## src/rtl/uart_pkg.sv

```systemverilog
// Shared types and constants for the FIFO-fed UART transmitter.
package uart_pkg;

  localparam int DATA_WIDTH_MIN = 5;
  localparam int DATA_WIDTH_MAX = 9;

  typedef enum logic [2:0] {
    IDLE   = 3'd0,
    START  = 3'd1,
    DATA   = 3'd2,
    PARITY = 3'd3,
    STOP   = 3'd4
  } uart_tx_state_t;

  // Parity bit on the line: accumulated data XOR plus one for odd parity.
  function automatic logic parity_bit(input logic acc, input logic odd);
    return acc ^ odd;
  endfunction

endpackage

```

## src/rtl/uart_sync_fifo.sv

```systemverilog
// Single-clock FIFO with combinational head-of-queue read data.
// A pop while empty and a push while full are ignored.
module uart_sync_fifo #(
  parameter int WIDTH = 8,
  parameter int DEPTH = 8
) (
  input  logic                       clk,
  input  logic                       rst,
  input  logic                       push,
  input  logic [WIDTH-1:0]           push_data,
  input  logic                       pop,
  output logic [WIDTH-1:0]           pop_data,
  output logic                       full,
  output logic                       empty,
  output logic [$clog2(DEPTH+1)-1:0] count
);

  localparam int PW = $clog2(DEPTH);
  localparam int CW = $clog2(DEPTH+1);
  localparam logic [PW-1:0] PTR_ONE  = PW'(1'b1);
  localparam logic [CW-1:0] CNT_ONE  = CW'(1'b1);
  localparam logic [CW-1:0] CNT_ZERO = CW'(1'b0);
  localparam logic [CW-1:0] CNT_FULL = CW'(DEPTH);

  logic [WIDTH-1:0] mem_r [DEPTH];
  logic [PW-1:0]    wr_ptr_r;
  logic [PW-1:0]    rd_ptr_r;
  logic [CW-1:0]    count_r;
  logic             do_push_s;
  logic             do_pop_s;

  assign full      = (count_r == CNT_FULL);
  assign empty     = (count_r == CNT_ZERO);
  assign count     = count_r;
  assign pop_data  = mem_r[rd_ptr_r];
  assign do_push_s = push && !full;
  assign do_pop_s  = pop && !empty;

  // Storage array write port.
  always_ff @(posedge clk) begin
    if (do_push_s) begin
      mem_r[wr_ptr_r] <= push_data;
    end
  end

  // Pointers and occupancy; reset flushes the queue.
  always_ff @(posedge clk) begin
    if (rst) begin
      wr_ptr_r <= {PW{1'b0}};
      rd_ptr_r <= {PW{1'b0}};
      count_r  <= CNT_ZERO;
    end else begin
      if (do_push_s) begin
        wr_ptr_r <= wr_ptr_r + PTR_ONE;
      end
      if (do_pop_s) begin
        rd_ptr_r <= rd_ptr_r + PTR_ONE;
      end
      case ({do_push_s, do_pop_s})
        2'b10:   count_r <= count_r + CNT_ONE;
        2'b01:   count_r <= count_r - CNT_ONE;
        default: count_r <= count_r;
      endcase
    end
  end

endmodule

```

## src/rtl/uart_tx_fifo.sv

```systemverilog
// FIFO-fed UART transmitter: LSB-first frames, runtime baud divisor, 1 or 2 stop bits.
// Define UART_TX_PARITY_EN to build the optional parity bit state.
module uart_tx_fifo
  import uart_pkg::*;
#(
  parameter int DATA_WIDTH = 8,
  parameter int FIFO_DEPTH = 8,
  parameter int DIV_WIDTH  = 16,
  parameter int STOP_BITS  = 1
) (
  input  logic                            clk,
  input  logic                            rst,
  input  logic [DIV_WIDTH-1:0]            baud_div,
  input  logic                            parity_en,
  input  logic                            parity_odd,
  input  logic [DATA_WIDTH-1:0]           in_data,
  input  logic                            in_valid,
  output logic                            in_ready,
  output logic                            tx,
  output logic                            busy,
  output logic [$clog2(FIFO_DEPTH+1)-1:0] fifo_count
);

  localparam int BW = $clog2(DATA_WIDTH+1);
  localparam logic [DIV_WIDTH-1:0] DIV_ZERO  = DIV_WIDTH'(1'b0);
  localparam logic [DIV_WIDTH-1:0] DIV_ONE   = DIV_WIDTH'(1'b1);
  localparam logic [BW-1:0]        BIT_ZERO  = BW'(1'b0);
  localparam logic [BW-1:0]        BIT_ONE   = BW'(1'b1);
  localparam logic [BW-1:0]        BIT_LAST  = BW'(DATA_WIDTH-1);
  localparam logic [BW-1:0]        STOP_LAST = BW'(STOP_BITS-1);

  if (DATA_WIDTH < DATA_WIDTH_MIN || DATA_WIDTH > DATA_WIDTH_MAX) begin : g_bad_width
    $error("uart_tx_fifo: DATA_WIDTH out of range");
  end
  if (FIFO_DEPTH < 2 || (FIFO_DEPTH & (FIFO_DEPTH - 1)) != 0) begin : g_bad_depth
    $error("uart_tx_fifo: FIFO_DEPTH must be a power of 2, >= 2");
  end
  if (STOP_BITS != 1 && STOP_BITS != 2) begin : g_bad_stop
    $error("uart_tx_fifo: STOP_BITS must be 1 or 2");
  end

  uart_tx_state_t        state_r, state_n;
  logic [DATA_WIDTH-1:0] shift_r, shift_n;
  logic [DIV_WIDTH-1:0]  div_r, div_n;
  logic [DIV_WIDTH-1:0]  baud_cnt_r, baud_n;
  logic [BW-1:0]         bit_cnt_r, bit_n;
  logic                  tx_r, tx_n;
  logic                  busy_r;
  logic                  load_s;
  logic                  baud_done_s;
  logic                  stop_done_s;
  logic                  full_s;
  logic                  empty_s;
  logic [DATA_WIDTH-1:0] fifo_data_s;
  logic [DIV_WIDTH-1:0]  div_eff_s;

`ifdef UART_TX_PARITY_EN
  logic par_r, par_n;
  logic par_en_r, par_en_n;
  logic par_odd_r, par_odd_n;
`else
  logic unused_par_s;
  assign unused_par_s = parity_en ^ parity_odd;
`endif

  uart_sync_fifo #(
    .WIDTH (DATA_WIDTH),
    .DEPTH (FIFO_DEPTH)
  ) u_fifo (
    .clk       (clk),
    .rst       (rst),
    .push      (in_valid && in_ready),
    .push_data (in_data),
    .pop       (load_s),
    .pop_data  (fifo_data_s),
    .full      (full_s),
    .empty     (empty_s),
    .count     (fifo_count)
  );

  assign in_ready    = !full_s && !rst;
  assign tx          = tx_r;
  assign busy        = busy_r;
  assign div_eff_s   = (baud_div == DIV_ZERO) ? DIV_ONE : baud_div;
  assign baud_done_s = (baud_cnt_r == DIV_ZERO);
  assign stop_done_s = (state_r == STOP) && baud_done_s && (bit_cnt_r == STOP_LAST);
  // The next frame loads from IDLE or straight out of the final stop cycle.
  assign load_s      = !empty_s && ((state_r == IDLE) || stop_done_s);

  // Next-state, shift and counter logic.
  always_comb begin
    state_n = state_r;
    shift_n = shift_r;
    div_n   = div_r;
    baud_n  = baud_cnt_r;
    bit_n   = bit_cnt_r;
`ifdef UART_TX_PARITY_EN
    par_n     = par_r;
    par_en_n  = par_en_r;
    par_odd_n = par_odd_r;
`endif
    if (load_s) begin
      state_n = START;
      shift_n = fifo_data_s;
      div_n   = div_eff_s;
      baud_n  = div_eff_s - DIV_ONE;
      bit_n   = BIT_ZERO;
`ifdef UART_TX_PARITY_EN
      par_n     = 1'b0;
      par_en_n  = parity_en;
      par_odd_n = parity_odd;
`endif
    end else begin
      case (state_r)
        IDLE: begin
          state_n = IDLE;
        end
        START: begin
          if (baud_done_s) begin
            state_n = DATA;
            baud_n  = div_r - DIV_ONE;
            bit_n   = BIT_ZERO;
          end else begin
            baud_n = baud_cnt_r - DIV_ONE;
          end
        end
        DATA: begin
          if (baud_done_s) begin
            shift_n = {1'b0, shift_r[DATA_WIDTH-1:1]};
            baud_n  = div_r - DIV_ONE;
`ifdef UART_TX_PARITY_EN
            par_n = par_r ^ shift_r[0];
`endif
            if (bit_cnt_r == BIT_LAST) begin
              bit_n = BIT_ZERO;
`ifdef UART_TX_PARITY_EN
              state_n = par_en_r ? PARITY : STOP;
`else
              state_n = STOP;
`endif
            end else begin
              bit_n = bit_cnt_r + BIT_ONE;
            end
          end else begin
            baud_n = baud_cnt_r - DIV_ONE;
          end
        end
`ifdef UART_TX_PARITY_EN
        PARITY: begin
          if (baud_done_s) begin
            state_n = STOP;
            baud_n  = div_r - DIV_ONE;
            bit_n   = BIT_ZERO;
          end else begin
            baud_n = baud_cnt_r - DIV_ONE;
          end
        end
`endif
        STOP: begin
          if (stop_done_s) begin
            state_n = IDLE;
          end else if (baud_done_s) begin
            bit_n  = bit_cnt_r + BIT_ONE;
            baud_n = div_r - DIV_ONE;
          end else begin
            baud_n = baud_cnt_r - DIV_ONE;
          end
        end
        default: begin
          state_n = IDLE;
        end
      endcase
    end
  end

  // Line level for the current state, registered one cycle later onto tx.
  always_comb begin
    case (state_r)
      START:   tx_n = 1'b0;
      DATA:    tx_n = shift_r[0];
`ifdef UART_TX_PARITY_EN
      PARITY:  tx_n = parity_bit(par_r, par_odd_r);
`endif
      default: tx_n = 1'b1;
    endcase
  end

  // State and datapath registers; reset aborts any frame in flight.
  always_ff @(posedge clk) begin
    if (rst) begin
      state_r    <= IDLE;
      shift_r    <= {DATA_WIDTH{1'b0}};
      div_r      <= DIV_ZERO;
      baud_cnt_r <= DIV_ZERO;
      bit_cnt_r  <= BIT_ZERO;
      tx_r       <= 1'b1;
      busy_r     <= 1'b0;
`ifdef UART_TX_PARITY_EN
      par_r     <= 1'b0;
      par_en_r  <= 1'b0;
      par_odd_r <= 1'b0;
`endif
    end else begin
      state_r    <= state_n;
      shift_r    <= shift_n;
      div_r      <= div_n;
      baud_cnt_r <= baud_n;
      bit_cnt_r  <= bit_n;
      tx_r       <= tx_n;
      busy_r     <= (state_n != IDLE);
`ifdef UART_TX_PARITY_EN
      par_r     <= par_n;
      par_en_r  <= par_en_n;
      par_odd_r <= par_odd_n;
`endif
    end
  end

endmodule

```

## config.mk

```make
export PLATFORM = sky130hd
export DESIGN_NAME = uart_tx_fifo
export DESIGN_NICKNAME = d
export VERILOG_FILES = /design/src/rtl/uart_pkg.sv /design/src/rtl/uart_sync_fifo.sv /design/src/rtl/uart_tx_fifo.sv
export SDC_FILE = /design/constraint.sdc
export NUM_CORES = 1
export LEC_CHECK = 0
export BUFFER_PORTS_ARGS = -buffer_cell sky130_fd_sc_hd__buf_2
export CORE_UTILIZATION = 65
export DETAILED_ROUTE_END_ITERATION = 16
export PLACE_DENSITY = 0.86
export SLEW_MARGIN = 20
export SYNTH_ARGS = -nofsm -noshare
export SYNTH_HDL_FRONTEND = slang
export SYNTH_HIERARCHICAL = 1
export SYNTH_SLANG_ARGS = --single-unit
```

## constraint.sdc

```tcl
create_clock -name clk -period 11.63 [get_ports clk]
set_input_delay 2.326 -clock clk [delete_from_list [all_inputs] [get_ports clk]]
set_output_delay 2.326 -clock clk [all_outputs]
set_load 0.02 [all_outputs]
```

==> qor.yml, run 1 <==
status:
  status: "complete, no violations"
synthesis:
  yosysWarnings: 6
  syn_area_um2: 5910
  synth_nets: 544
  ys_ff_latch: 126
  synth_commonest_cells: "edfxtp_1, dfxtp_1, nand2_1"
  ys.flop_type: "edfxtp_1"
  synthArstFlopShare: 0
  ys_types: 68
  synth.area.top_cells: "edfxtp_1, dfxtp_1, a21oi_1, mux4_1, nand2_1"
  synth.avg_cell_area_um2: 11.7
  yosysMostFrequentCell: "edfxtp_1"
  seq_area_frac_synth: 0.535
  synth_top_cell_by_area: "edfxtp_1"
  yosysTopAreaCellShare: 0.325
  post_synth_inst_count: 507
  synth_edf_count: 64
floorplan:
  initial_core_util: 0.674
  die-area_um2: 9480
  die_x_um: 97.3
  ios: 36
  coreArea_um2: 8760
  fp-row-count: 34
  die_y_um: 97.3
power:
  total_power_mw: 1.78
  power_density_nw_per_um2: 268
  p_switching_mw: 0.698
  clockPowerShare: 0.276
  p_sw_frac: 0.392
  leakage_nw: 2.36
  pwr-share-comb: 0.380
  power.share.sequential: 0.344
  max-vdd-ir-drop_uv: 141
  p_int_mw: 1.08
timing:
  finalSetupViolCount: 0
  tns_ns: 0
  holdWs_ns: 0.462
  max_slew_margin: 0.285
  hold_viol_final: 0
  slew_viol_final: 0
  finClkSkew_ns: 0.00844
  period_share: 0.471
  fmax_mhz: 183
  rsz0062_at_grt: "no"
  min_period_ns: 5.47
  tightest_slew_ns: 1.06
worst_setup_path:
  cp_cell_sequence: "buf_4, nor2_1, buf_2"
  max_stage_delay_ns: 0.51
  crit_required_ns: 9.30
  startpoint_type: "primary input"
  end_kind: "output port"
  crit_slowest_cell: "buf_4"
  cp_data_arrival_time_ns: 3.15
  critical_path.top_delay_family: "buffers and inverters"
  crit_fanout: 62
  criticalPathCategory: "in -> out"
  path_buf_inv: 2
clock_network:
  post_cts_buffers: 0
  cts_tree: "built"
  clock-sinks: 126
  clock_path_buffers: 2
  clk_pin_slew_ns: 0.06
  cts_resized: 0
  clk_latency_ns: 0.53
  cts_buffers: 17
  cts_hold_buf: 0
  cts_root_buf: "clkbuf_8"
  h-tree-depth: 4
drt:
  first_iter_violations: 454
  dr.pass1.iters: 5
  drc_errors: 0
  routed_via_density: 6.63
  routedWlPerCell_um: 20.8
  final_antenna_net_count: 0
  vias: 4337
  totalWireLength_um: 13600
placement:
  io_buffer_count: 33
  dp_hpwl_um: 7850
  gp_congestion: 0.876
run:
  drv_cap: 0
min_path:
  hp-class: "reg -> reg"
final_layout:
  utilization: 0.757
  num_antenna_cells: 0
  area_growth_pct: 12.3
  drive_above_1_share: 0.203
  nets: 570
  fill_cells: 525
global_route:
  grt_max_degree: 63
  grt_pass1_wl_um: 21800
  antenna_found_initial: 0
  track_usage: 0.304
  grt-ovfl-total: 0
  grt_pass1_vias: 4269
==> power by group through the flow <==
| stage | combinational [mW] | sequential (mW) | clock (mW) |
|---|---|---|---|
| 2_1_floorplan | 0.547 | 0.591 | 0 |
| 3_3_place_gp | 0.610 | 0.609 | 0 |
| 3_5_place_dp | 0.639 | 0.615 | 0 |
| 4_1_cts | 0.664 | 0.611 | 0.495 |
| 5_1_grt | 0.734 | 0.619 | 0.514 |
| 6_report | 0.676 | 0.612 | 0.492 |
==> stage by stage <==
step	setup WS, ns	instance area (um^2)	std cells
2_1_floorplan	6.56	5910	507
3_3_place_gp	5.85	6080	622
3_5_place_dp	5.84	6080	622
4_1_cts	5.83	6630	654
5_1_grt	6.12	6640	654
6_report	6.16	6640	654
==> worst register-to-register path, stage by stage (launching register included) <==
cell      delay, ns
dfxtp_1        0.40
nor4_1         0.94
nor3b_4        0.19
a31oi_2        0.29
inv_2          0.35
a211o_1        0.41
nand2_1        0.11
ha_1           0.19
inv_1          0.07
or3_1          0.37
o32ai_2        0.29
nand4_1        0.20
xnor2_1        0.20
nand2_1        0.09
a311oi_1       0.32
==> per-layer routing <==
layer | vias up | part of all wire | track usage | routed length [um]
met5 | - | 0 | 0 | 0
met4 | 0 | 0.029 | 0.112 | 395
met3 | 46 | 0.083 | 0.0727 | 1130
met2 | 250 | 0.50 | 0.501 | 6780
met1 | 2084 | 0.39 | 0.393 | 5300
li1 | 1957 | - | - | -
==> kinds of logic (layout without fill, tap and decap cells) <==
kind of cell	after synthesis	count (layout)	synth area share
adder cells (fa/ha/maj)	8	8	0.0169
flip-flops	126	126	0.535
multiplexers	31	31	0.0936
AO/OA/AOI/OAI	113	113	0.137
buffers and inverters	39	78	0.0330
AND/OR/NAND/NOR	170	170	0.154
XOR/XNOR	20	20	0.0309
==> layout make-up <==
cell class              instances  area [um^2]  area share
multi-input cells             342         2550       0.384
repair buffers                 39          213      0.0321
clock inverters                14          130      0.0196
flip-flops and latches        126         3160       0.477
clock buffers                  18          418      0.0630
well taps                     108          135      0.0204
inverters                       7         26.3     0.00396
==> flip-flops by register name (all words and copies together) (netlist names), 3 cells and up, named ones only <==
register / count
baud_cnt_r: 16
bit_cnt_r: 4
div_r: 16
shift_r: 8
state_r: 3
u_fifo/count: 4
u_fifo/mem_r: 64
u_fifo/rd_ptr_r: 3
u_fifo/wr_ptr_r: 3
==> path summary, 6_finish.rpt <==
| check | slack, ns | depth (start not counted) | endpoint | startpoint |
|---|---|---|---|---|
| setup reg to reg | 7.12 | 14 | baud_cnt_r[10]$_SDFFE_PP0P_ | u_fifo/count[1]$_SDFFE_PP0P_ |
| setup / recovery | 6.16 | 3 | in_ready | rst |
| hold / removal | 0.46 | 2 | div_r[11]$_SDFFE_PP0N_ | div_r[11]$_SDFFE_PP0N_ |
| hold reg to reg | 0.46 | 2 | div_r[11]$_SDFFE_PP0N_ | div_r[11]$_SDFFE_PP0N_ |
==> layout by cell type (no fill, tap or decap), drive strengths merged, types with 14 or more instances in the layout <==
cell,count
inv,14
mux4,16
clkbuf,18
buf,39
a21oi,43
o21ai,16
nor2,47
dfxtp,62
edfxtp,64
nand2,57
No activity file was read; power rests on OpenSTA's default activity.
==> run 2, diff against run 1 <==
--- a/config.mk
+++ b/config.mk
@@ -6,9 +6,9 @@
 export NUM_CORES = 1
 export LEC_CHECK = 0
 export BUFFER_PORTS_ARGS = -buffer_cell sky130_fd_sc_hd__buf_2
-export CORE_UTILIZATION = 65
+export CORE_UTILIZATION = 55
 export DETAILED_ROUTE_END_ITERATION = 16
-export PLACE_DENSITY = 0.86
+export PLACE_DENSITY = 0.78
 export SLEW_MARGIN = 20
 export SYNTH_ARGS = -nofsm -noshare
 export SYNTH_HDL_FRONTEND = slang
==> constraint.sdc (replaced) <==
create_clock -name clk -period 4.8 [get_ports clk]
set_input_delay 0.96 -clock clk [delete_from_list [all_inputs] [get_ports clk]]
set_output_delay 0.96 -clock clk [all_outputs]
set_load 0.02 [all_outputs]
==> run 2 against run 1 <==
Against the previous run: combinational power is 130% higher; register-to-register slack got worse by 6.5 ns; clock power rose to 2.7 times the previous value; design area grew 1.6%; worst setup slack lost 5.5 ns; clock skew is 0.0028 ns lower; final cell count rose by 4.6%; global-route usage fell by 7.3 points; wire length is 12% lower; utilization is 11 points lower; critical path type is now reg -> reg; critical endpoint is now baud_cnt_r[10]$_SDFFE_PP0P_; largest power group unchanged; highest routed layer unchanged.
==> qor.yml, run 2 (synthesis gave the netlist of run 1 again) <==
worst_setup_path:
  cp_data_arrival_time_ns: 4.58
  max_stage_delay_ns: 0.97
  criticalPathCategory: "reg -> reg"
  end_kind: "flop"
  path_buf_inv: 2
  critical_path.top_delay_family: "simple AND/OR/NAND/NOR gates"
  crit_fanout: 28
  startpoint_type: "flop"
  cp_common_cell: "nand2_1"
  r2r_slack_ns: 0.64
  cp_cell_sequence: "nor4_1, nor3b_4, a31oi_2, inv_2, a211o_1, nand2_1, ha_1, inv_1, or3_1, o32ai_2, nand4b_1, xor2_1, nand2_1, a311oi_1"
  crit_slowest_cell: "nor4_1"
  crit_required_ns: 5.22
drt:
  final_antenna_net_count: 0
  dr.pass1.iters: 6
  routed_via_density: 6.03
  vias: 4123
  first_iter_violations: 256
  drc_errors: 0
  totalWireLength_um: 12000
  routedWlPerCell_um: 17.5
clock_network:
  clock-sinks: 126
  h-tree-depth: 4
  cts_resized: 0
  cts_root_buf: "clkbuf_8"
  clock_path_buffers: 2
  cts_buffers: 17
  clk_latency_ns: 0.51
  cts_tree: "built"
  cts_hold_buf: 0
  clk_pin_slew_ns: 0.06
  post_cts_buffers: 0
global_route:
  grt-ovfl-total: 0
  antenna_found_initial: 0
  track_usage: 0.231
  grt_pass1_wl_um: 19700
  grt_pass1_vias: 4088
  grt_max_degree: 62
timing:
  rsz0062_at_grt: "no"
  slew_viol_final: 0
  fmax_mhz: 241
  max_slew_margin: 0.263
  finalSetupViolCount: 0
  hold_viol_final: 0
  finClkSkew_ns: 0.00569
  tightest_slew_ns: 1.10
  min_period_ns: 4.16
  tns_ns: 0
  period_share: 0.866
final_layout:
  final_cell_mix: "edfxtp_1, dfxtp_1, nand2_1"
  num_antenna_cells: 0
  largest-register: "u_fifo/mem_r"
  drive_above_1_share: 0.204
  mostFrequentLayoutCell: "edfxtp_1"
  top_regs: "u_fifo/mem_r: 64 flops, baud_cnt_r: 16 flops, div_r: 16 flops"
  nets: 572
  area_growth_pct: 14.1
  largest_reg_flops: 64
floorplan:
  ios: 36
  fp-row-count: 37
  initial_core_util: 0.570
  die_y_um: 106
  coreArea_um2: 10400
  die_x_um: 106
  die-area_um2: 11200
run:
  drv_cap: 0
power:
  total_power_mw: 4.36
  leakage_nw: 2.38
  power_density_nw_per_um2: 646
  max-vdd-ir-drop_uv: 430
min_path:
  hp-class: "reg -> reg"
placement:
  gp_congestion: 0.843
  dp_hpwl_um: 7620
  io_buffer_count: 33
status:
  status: "complete, no violations"
==> run 2: cell types whose count changed in the layout (fill, tap and decap cells not counted), sizes merged <==
cell      delta
inv          -5
buf          +2
bufinv       +3
clkinvlp     +2
==> run 2: metal layers <==
metal	up-vias	wire length, um	global-route usage
met5	-	0	0
met4	0	235	0.0992
met3	22	591	0.0674
met2	126	6160	0.398
met1	2010	4980	0.267
li1	1965	-	-
==> run 2: layout make-up <==
type / instances / area, um^2
Fill cell: 797 / 3630
Tap cell: 136 / 170
Inverter: 7 / 26.3
Clock buffer: 18 / 418
Clock inverter: 14 / 190
Sequential cell: 126 / 3160
Multi-Input combinational cell: 342 / 2550
Timing Repair Buffer: 41 / 225
==> run 2: through the flow <==
stage	instance area, um^2	setup WS (ns)	hold WS (ns)	util	instances
5_1_grt	6740	0.282	0.482	0.650	684
3_5_place_dp	6130	0.715	0.448	0.592	652
2_1_floorplan	5910	0.850	0.432	-	507
3_3_place_gp	6130	0.815	0.440	0.592	652
6_report	6740	0.643	0.460	0.650	684
4_1_cts	6740	0.688	0.457	0.650	684
==> run 2: path summary, 6_finish.rpt <==
kind,start,end,cells after the start
min reg2reg,div_r[15]$_SDFFE_PP0N_,div_r[15]$_SDFFE_PP0N_,2
max reg2reg,u_fifo/count[1]$_SDFFE_PP0P_,baud_cnt_r[10]$_SDFFE_PP0P_,14
max,u_fifo/count[1]$_SDFFE_PP0P_,baud_cnt_r[10]$_SDFFE_PP0P_,14
min,div_r[15]$_SDFFE_PP0N_,div_r[15]$_SDFFE_PP0N_,2
==> run 2: power breakdown <==
| group | leakage [nW] | internal (mW) | total, mW | switching (mW) |
|---|---|---|---|---|
| clock network | 0.287 | 0.842 | 1.31 | 0.465 |
| logic | 1.01 | 0.632 | 1.58 | 0.944 |
| registers | 1.08 | 1.30 | 1.47 | 0.172 |
==> run 2: tightest hold or removal path: stages (launching register included) <==
cell     delay, ns
dfxtp_1       0.31
nand2_1       0.05
a21oi_1       0.05
==> run 3, diff against run 2 <==
--- a/config.mk
+++ b/config.mk
@@ -9,6 +9,7 @@
 export CORE_UTILIZATION = 55
 export DETAILED_ROUTE_END_ITERATION = 16
 export PLACE_DENSITY = 0.78
+export RECOVER_POWER = 50
 export SLEW_MARGIN = 20
 export SYNTH_ARGS = -nofsm -noshare
 export SYNTH_HDL_FRONTEND = slang
==> run 3 against run 2 <==
Against the previous run: the flow now finishes with violations (capacitance limit, slew limit); clock power about the same; register-to-register slack worse by 0.06 ns; fmax down 1.5%; utilization down 0.52 points; sequential power about the same; flip-flop and latch count unchanged; non-clock buffer count unchanged; final cell count unchanged; clock-buffer cell count unchanged; design area down 0.80%; via count down 0.80%; largest cell class unchanged; largest power group unchanged; highest routed layer unchanged.
==> qor.yml, run 3 (synthesis gave the netlist of run 1 again) <==
worst_setup_path:
  startpoint_type: "flop"
  crit_slowest_cell: "nor4_1"
  end_kind: "flop"
  crit_required_ns: 5.06
  cp_data_arrival_time_ns: 4.48
  cp_cell_sequence: "nor4_1, nor3b_4, a31oi_2, inv_2, a211o_1, nand2_1, ha_1, inv_1, or3_1, o32ai_2, nand3_1, nor2_1, xor2_1, a211oi_1"
  critical_path.top_delay_family: "simple AND/OR/NAND/NOR gates"
  path_buf_inv: 2
  r2r_start: "u_fifo/count[1]$_SDFFE_PP0P_"
  startpoint: "u_fifo/count[1]$_SDFFE_PP0P_"
  max_stage_delay_ns: 0.97
  crit_fanout: 28
  criticalPathCategory: "reg -> reg"
clock_network:
  clk_pin_slew_ns: 0.06
  cts_buffers: 17
  clk_latency_ns: 0.51
  clock-sinks: 126
  clock_path_buffers: 2
  cts_hold_buf: 0
  cts_root_buf: "clkbuf_8"
  h-tree-depth: 4
  cts_tree: "built"
  post_cts_buffers: 0
  cts_resized: 0
timing:
  finalSetupViolCount: 0
  slew_viol_final: 62
  setup_slack_ns: 0.581
  tightest_slew_ns: 2.80
  period_share: 0.879
  holdWs_ns: 0.460
  min_period_ns: 4.22
  max_slew_margin: -0.865
  rsz0062_at_grt: "no"
  hold_viol_final: 0
  fmax_mhz: 237
  finClkSkew_ns: 0.00537
  tns_ns: 0
power:
  power_density_nw_per_um2: 650
  power.share.sequential: 0.339
  total_power_mw: 4.35
  p_int_mw: 2.77
  p_switching_mw: 1.58
  clockPowerShare: 0.300
  max-vdd-ir-drop_uv: 428
  pwr-share-comb: 0.361
  leakage_nw: 2.31
  p_sw_frac: 0.364
final_layout:
  drive_above_1_share: 0.166
  nets: 572
  seqCellArea_um2: 3160
  mostFrequentLayoutCell: "edfxtp_1"
  largest_reg_flops: 64
  final_cell_mix: "edfxtp_1, dfxtp_1, nand2_1"
  top_regs: "u_fifo/mem_r: 64 flops, baud_cnt_r: 16 flops, div_r: 16 flops"
  fill_cells: 810
  num_antenna_cells: 0
  layout.cells.non_filler: 684
  multi_input_area_um2: 2530
  utilization: 0.645
  area_growth_pct: 13.2
  finalInstanceArea_um2: 6690
  largest-register: "u_fifo/mem_r"
global_route:
  grt_pass1_vias: 4088
  track_usage: 0.231
  grt-ovfl-total: 0
  antenna_found_initial: 0
  grt_pass1_wl_um: 19700
  grt_max_degree: 62
drt:
  routed_via_density: 5.98
  first_iter_violations: 257
  vias: 4090
  dr.pass1.iters: 5
  final_antenna_net_count: 0
  drc_errors: 0
  totalWireLength_um: 12000
  routedWlPerCell_um: 17.6
floorplan:
  ios: 36
  coreArea_um2: 10400
  die_y_um: 106
  die_x_um: 106
  initial_core_util: 0.570
  die-area_um2: 11200
  fp-row-count: 37
status:
  status: "complete, but fails checks"
  failed_checks: "capacitance limit, slew limit"
min_path:
  hp-class: "reg -> reg"
  hp-start: "div_r[15]$_SDFFE_PP0N_"
run:
  drv_cap: 1
placement:
  gp_congestion: 0.843
  placed_area_um2: 6130
  io_buffer_count: 33
  place_ws_ns: 0.715
  dp_hpwl_um: 7620
  placed_cells: 652
## run 3: changes by cell type in the layout (fill, tap and decap cells not counted)
| cell | delta |
|---|---|
| nand2_1 | +1 |
| clkbuf_1 | +19 |
| buf_2 | -15 |
| or4b_4 | -1 |
| or4b_1 | +1 |
| nand2_8 | -1 |
| and2_0 | +1 |
| buf_4 | -4 |
| and2_1 | -1 |
## run 3: power by group through the flow
stage	registers, mW	clock network [mW]	logic (mW)
CTS	1.47	1.33	1.57
detailed placement	1.49	0	1.55
global placement	1.48	0	1.51
finish	1.47	1.31	1.57
global route	1.50	1.38	1.73
floorplan	1.43	0	1.33
## run 3: worst paths after layout
check / slack, ns / cells after the start / endpoint
hold / removal: 0.46 / 2 / div_r[15]$_SDFFE_PP0N_
hold reg to reg: 0.46 / 2 / div_r[15]$_SDFFE_PP0N_
setup reg to reg: 0.58 / 14 / baud_cnt_r[12]$_SDFFE_PP0P_
setup / recovery: 0.58 / 14 / baud_cnt_r[12]$_SDFFE_PP0P_
## run 3: final cells by class
cell class	count	area share
timing repair buffer	41	0.0286
multi-input combinational	342	0.378
sequential	126	0.473
clock buffer	18	0.0625
inverter	7	0.00393
tap	136	0.0254
clock inverter	14	0.0284
## run 3: metal layers
metal  vias up  track usage  share of wire
met5         -            0              0
li1       1961            -              -
met1      1998        0.267           0.42
met4         0       0.0992          0.021
met2       108        0.398           0.51
met3        23       0.0674          0.045
## run 3: worst min-delay path, delay by kind of cell, from the launching register on
kind	cells	cell delay, ns
AOI/OAI and AO/OA	1	0.05
DFF	1	0.31
and+or+nand+nor	1	0.05
